==> src/rtl/lab3_sweep_ctrl.sv <==
// Self-test sequencer for the lab3 gate network: walks codes 0..7 on {a,b,c}, samples x/y after
// a settle delay, and records the mismatch count plus the first failing vector.
module lab3_sweep_ctrl #(
    parameter int unsigned SETTLE_CYC = 2
) (
    input  logic       clk,
    input  logic       rst,
    input  logic       start,
    input  logic       abort,
    input  logic       x_in,
    input  logic       y_in,
    output logic       a_out,
    output logic       b_out,
    output logic       c_out,
    output logic       busy,
    output logic       done,
    output logic       pass,
    output logic [3:0] err_cnt,
    output logic       fail_vld,
    output logic [2:0] fail_code,
    output logic [1:0] fail_xy
);

    typedef enum logic [1:0] {StIdle, StSettle, StSample, StDone} state_e;

    state_e     state;
    logic [2:0] code;
    logic [3:0] cnt;
    logic       x_exp;
    logic       y_exp;
    logic       mismatch;
    logic [3:0] err_nxt;

    always_comb begin
        x_exp    = ~(code[2] ^ code[1]);
        y_exp    = (code[2] | code[1]) & code[0];
        mismatch = (x_in != x_exp) || (y_in != y_exp);
        err_nxt  = err_cnt + {3'b000, mismatch};
    end

    always_ff @(posedge clk) begin
        if (rst) begin
            state                 <= StIdle;
            code                  <= 3'd0;
            cnt                   <= 4'd0;
            {a_out, b_out, c_out} <= 3'd0;
            busy                  <= 1'b0;
            done                  <= 1'b0;
            pass                  <= 1'b0;
            err_cnt               <= 4'd0;
            fail_vld              <= 1'b0;
            fail_code             <= 3'd0;
            fail_xy               <= 2'd0;
        end else begin
            done <= 1'b0;
            unique case (state)
                StIdle: begin
                    if (start && !abort) begin
                        state                 <= StSettle;
                        code                  <= 3'd0;
                        cnt                   <= 4'd0;
                        {a_out, b_out, c_out} <= 3'd0;
                        busy                  <= 1'b1;
                        pass                  <= 1'b0;
                        err_cnt               <= 4'd0;
                        fail_vld              <= 1'b0;
                        fail_code             <= 3'd0;
                        fail_xy               <= 2'd0;
                    end
                end
                StSettle: begin
                    if (abort) begin
                        state                 <= StIdle;
                        busy                  <= 1'b0;
                        pass                  <= 1'b0;
                        {a_out, b_out, c_out} <= 3'd0;
                    end else begin
                        cnt <= cnt + 4'd1;
                        if (cnt == 4'(SETTLE_CYC - 1)) begin
                            state <= StSample;
                        end
                    end
                end
                StSample: begin
                    // Abort takes priority: a mismatch seen in the aborted cycle is dropped.
                    if (abort) begin
                        state                 <= StIdle;
                        busy                  <= 1'b0;
                        pass                  <= 1'b0;
                        {a_out, b_out, c_out} <= 3'd0;
                    end else begin
                        if (mismatch) begin
                            err_cnt <= err_nxt;
                            if (!fail_vld) begin
                                fail_vld  <= 1'b1;
                                fail_code <= code;
                                fail_xy   <= {x_in, y_in};
                            end
                        end
                        if (code == 3'd7) begin
                            state                 <= StDone;
                            done                  <= 1'b1;
                            busy                  <= 1'b0;
                            pass                  <= (err_nxt == 4'd0);
                            {a_out, b_out, c_out} <= 3'd0;
                        end else begin
                            state                 <= StSettle;
                            code                  <= code + 3'd1;
                            cnt                   <= 4'd0;
                            {a_out, b_out, c_out} <= code + 3'd1;
                        end
                    end
                end
                StDone: begin
                    state <= StIdle;
                end
                default: begin
                    state <= StIdle;
                end
            endcase
        end
    end

endmodule

==> config.mk <==
export PLATFORM = sky130hd
export DESIGN_NAME = lab3_sweep_ctrl
export DESIGN_NICKNAME = d
export VERILOG_FILES = /design/src/rtl/lab3_sweep_ctrl.sv
export SDC_FILE = /design/constraint.sdc
export NUM_CORES = 1
export LEC_CHECK = 0
export BUFFER_PORTS_ARGS = -buffer_cell sky130_fd_sc_hd__buf_4
export CORE_AREA = 2 2 57 59
export DETAILED_ROUTE_END_ITERATION = 7
export DIE_AREA = 0 0 59 61
export PLACE_DENSITY = 0.78
export SLEW_MARGIN = 10
export SYNTH_ARGS = -nofsm -noshare
export SYNTH_HDL_FRONTEND = slang
export SYNTH_SLANG_ARGS = --single-unit
==> constraint.sdc <==
create_clock -name clk -period 3 [get_ports clk]
set_input_delay 0.45 -clock clk [delete_from_list [all_inputs] [get_ports clk]]
set_output_delay 0.45 -clock clk [all_outputs]
set_load 0.02 [all_outputs]
# Yosys cells after proc, flatten, opt, wreduce, memory -nomap -nowiden
# Index checks and enable logic that the tools add are counted.
# word_totals
reg_bits	25
inputBits	6
out_inout_bits	16
wordCells	101
# op_classes
add_sub_neg	3
n_eq_ne	16
n_mux	49
n_bitwise	5
reduce_logical	15
# ops
cell	count
4-bit 2-to-1 mux	6
2-bit 2-to-1 mux	9
3-bit 2-to-1 mux	6
1-bit 2-to-1 mux	16
1-bit one-hot mux with 3 select lines	5
2-bit inequality test, second input constant	7
3-bit one-hot mux with 2 select lines	2
4-bit one-hot mux with 3 select lines	1
4-bit AND reduction	3
5-bit AND reduction	2
2-bit one-hot mux with 4 select lines	1
4-bit one-hot mux with 2 select lines	1
3-bit inequality test, second input constant	2
4-bit by 1-bit adder with 4-bit output	1
4-bit by 1-bit adder with 4-bit output, second input constant	1
2-bit == test, second input constant	2
4-bit by 1-bit == test with 1-bit output, second input constant	1
4-bit zero test	1
2-bit one-hot mux with 2 select lines	1
3-bit by 1-bit adder with 3-bit output, second input constant	1
3-bit == test, second input constant	1
3-bit AND reduction	1
3-bit nonzero test	1
3-bit OR reduction	1
13 further kinds	15

# Depth between registers and ports, before layout
# depth
ltp_word	9
ltp_mapped	12
depth_no_buf	11

# Worst setup path before layout
# Ideal clock, no wire load.
# synth_path
path_type	register -> register
start	register code[1]
end	register err_cnt[2]
t_arrival_ns	2.086
setup_slack_ns	0.820
path_stages_with_launch	11
path_buffers	1
period_less_slack_ns	2.180
cell_sequence	dfxtp_1 > inv_1 > ha_1 > xnor2_1 > or2_0 > buf_6 > ha_1 > ha_1 > nor4b_1 > o211ai_1 > o311ai_2
# synth_via
elab_chain_cells	8
elab_cells_between_ends	13
cone_classes	add/sub: 1; eq/ne: 3; mux: 3; bitwise: 4; reduce/logical: 2
# synth_rtl
element	line	source
start, declared	27	logic [2:0] code;
start signal, assigned	108	code <= code + 3'd1;
1-bit OR or 1-bit bitwise XOR (tied branches)	36, 35	
1-bit AND or 1-bit NOT (tied branches)	36, 35	
1-bit inequality test	37	mismatch = (x_in != x_exp) || (y_in != y_exp);
1-bit logical OR *	37	
4-bit by 1-bit adder with 4-bit output	38	err_nxt = err_cnt + {3'b000, mismatch};
4-bit 2-to-1 mux	92	if (mismatch) begin
4-bit 2-to-1 mux	86	if (abort) begin
4-bit one-hot mux with 2 select lines	56	unique case (state)
end signal, assigned	93	err_cnt <= err_nxt;
end, declared	18	output logic [3:0] err_cnt,
# Every way passes the cells marked *; elsewhere a longest branch is shown, timed or not. The select of a mux whose other input is x is not followed.
# A chain may end at the register's enable or synchronous reset.

# Worst setup path in the final report
# Same ends and word-level chain as after synthesis.

==> impl_metrics.csv <==
group,metric,value,unit
run_status,outcome,"complete, no violations",
cts,holdBufCountCts,0,
global_routing,antenna_found_initial,0,
min_path,min-delay-path-class,"input pin to register",
floorplan,floorplan.die_area,3600,um2
sta,smallest_hold_slack,0.445,ns
drt,routed_vias,1342,
global_routing,largest_net_degree_at_the_start_of_global_routing,25,
cts,worstSkewPairLatency,0.32,ns
final_layout,antenna_diode_count,0,
floorplan,core_region_area,2950,um2
cts,cts-resized-gates,0,
sta,timing_hold_violations_final,0,
drt,drt_iter0_drc,54,
drt,detail-route-antenna-nets,0,
global_routing,global_route.usage.total,20.5,%
final_layout,post-route-util,58.5,%
drt,vias_per_inst,5.99,
logic_synthesis,dominantRegCellSynth,"dfxtp_1",
cts,h-tree-depth,1,
worst_setup_path,timing.critical_path.from_type,"register",
sta,timing.final.crit_period,2.42,ns
logic_synthesis,netlist-cell-type-count,53,
global_routing,grt_first_pass_wirelength,5.66,mm
floorplan,floorplan.initialDensity,52.6,%
drt,wirelength,3.35,mm
floorplan,chipHeight,61,um
worst_setup_path,rr_endpoint,"err_cnt[2]",
power,swShare,31.0,%
cts,tritoncts.num_buffers,3,
power,power_density,389,nW/um2
final_layout,layout.cells.most_common_list,"dfxtp_1, buf_4, inv_1, nor2_1, ha_1",
worst_setup_path,r2r_start,"code[1]",
worst_setup_path,ff2ff_path_depth,9,
place,io_buffers,21,
logic_synthesis,synth_cells,175,
worst_setup_path,cp_max_fo,7,
final_layout,layout.cells.most_common,"dfxtp_1",
cts,cts.path.max_buffers,2,
min_path,worstHoldEndpoint,"fail_xy[1]",
global_routing,overflow,0,
final_layout,fill_count,278,
sta,skew,0.00636,ns
worst_setup_path,crit_required,3.24,ns
place,dp_slack,0.654,ns
drt,route.detailed.drc,0,
floorplan,die_w,59,um
sta,setup_violations,0,
logic_synthesis,synthesis.nets,192,
cts,cts.root.buffer_cell,"clkbuf_4",
worst_setup_path,cp.arrival,2.67,ns
sta,finalWorstSetupSlack,0.580,ns
sta,rsz0062_at_grt,"false",
min_path,hold_path.startpoint,"x_in",
cts,post-cts-setup-buffers,0,
power,p_leak,0.675,nW
final_layout,finalNetCount,209,
cts,clkSlewWorstSetupHoldPaths,0.14,ns
final_layout,final_area,1730,um2
power,cellInternalPower,0.464,mW
sta,fmaxAchievable,413,MHz
power,p_clk_share,22.5,%
global_routing,first_global_vias,1242,
floorplan,row_count,20,
min_path,worstHoldPathCells,3,
logic_synthesis,synthesis.yosys.warnings,0,
logic_synthesis,synth_enable_flop_cells,0,
power,peakVddDrop,0.233,mV
cts,cts_sinks,25,
sta,drv_slew,0,
floorplan,ioPinCount,22,
drt,average_routed_wire_per_standard_cell,15.0,um
logic_synthesis,postSynthAreaPerCell,8.88,um2
final_layout,final_layout_size_suffix_gt1_share,17.8,%
final_layout,flow.area_growth_from_synthesis,11.2,%
place,dp.final_hpwl,2.48,mm
worst_setup_path,endpoint_class_of_the_critical_path,"register",
power,power.switching,0.209,mW
logic_synthesis,postSynth.asyncResetShare,0,%
sta,post_route_setup_tns,0,ns
sta,relSlewSlack,63.6,%
logic_synthesis,ys_seq_elements,25,
place,gp_congestion,0.773,
sta,share_of_the_cycle_needed_by_the_critical_path_after_routing,80.7,%
power,share_comb_of_total_power,25.2,%
logic_synthesis,synthesis.area,1550,um2
power,seq_power_share,52.3,%
cts,cts_tree,"done",
logic_synthesis,synth_seq_area_share,32.2,%
place,detailed_place.area,1700,um2
worst_setup_path,r2r_setup_slack,0.58,ns
sta,tightestPinTransition,0.542,ns
job,cap_viol_max_count,0,
worst_setup_path,critPathKind,"register to register",
drt,dr.pass1.iters,4,
-- worst max-delay path, cell delays in order, from the launching register on --
cell      delay (ns)
dfxtp_1         0.38
inv_1           0.07
ha_1            0.32
xnor2_1         0.39
or2_0           0.20
ha_1            0.19
ha_1            0.20
nor4b_1         0.32
o211ai_1        0.17
o311ai_2        0.11
-- kinds of logic (layout without fill, tap and decap cells) --
kind of cell,after synthesis,in the layout,synth area share [%]
fa+ha+maj,11,11,8.86
xor+xnor,4,4,2.74
mux,4,4,2.58
buf+inv,25,41,7.41
compound gates,44,44,24.9
simple gates,62,62,21.3
flops,25,25,32.2
-- power by group through the flow --
stage | clock network, mW | logic (mW) | registers [mW]
3_5_place_dp | 0 | 0.169 | 0.359
2_1_floorplan | 0 | 0.133 | 0.362
6_report | 0.152 | 0.169 | 0.351
3_3_place_gp | 0 | 0.164 | 0.358
5_1_grt | 0.170 | 0.185 | 0.354
4_1_cts | 0.155 | 0.170 | 0.351
-- sequential cells by signal (all words and copies together) (netlist names) --
register / count
cnt: 4
code: 3
a_out: 1
done: 1
fail_code: 3
c_out: 1
err_cnt: 4
pass: 1
state: 2
fail_xy: 2
b_out: 1
fail_vld: 1
busy: 1
-- cells in the mapped netlist (all sizes together) (3+ instances only) --
master   n  area, um2
inv     14       52.6
and2     6       37.5
nand3   10       50.1
nor3     6       30.0
o21ai    3       18.8
ha      11        138
clkbuf   5       18.8
o221ai   5       43.8
o211ai   3       22.5
mux2i    4       40.0
a22oi    3       22.5
a32oi    6       52.6
a21oi    6       30.0
dfxtp   25        500
nor2    15       58.8
buf      5       40.0
nand2b   4       25.0
or2      3       21.3
nand2    7       26.3
-- layout make-up --
type                    instances  area, um2  area share (%)
clock buffers                   4       26.3            1.52
flip-flops and latches         25        500            29.0
multi-input cells             125        938            54.3
well taps                      33       41.3            2.39
inverters                      15       56.3            3.26
repair buffers                 22        165            9.56
-- layer usage --
metal / up-vias / wire length [um] / GRT usage, %
li1: 675 / - / -
met3: 4 / 112 / 2.13
met5: - / 0 / 0
met2: 29 / 1670 / 36.2
met4: 0 / 31 / 6.49
met1: 634 / 1530 / 26.4
-- worst max-delay path by stage --
stage,start,to,cells past startpoint
finish,code[1],err_cnt[2],9
global route,code[1],err_cnt[2],9
CTS,code[1],err_cnt[2],9
detailed placement,code[1],err_cnt[2],9
global placement,code[1],err_cnt[2],9
floorplan,code[1],err_cnt[2],10
-- metrics by stage --
step	std cells	power, mW
global route	224	0.709
global placement	220	0.522
CTS	224	0.676
finish	224	0.672
floorplan	175	0.495
detailed placement	220	0.528
(Power assumes the default switching activity.)
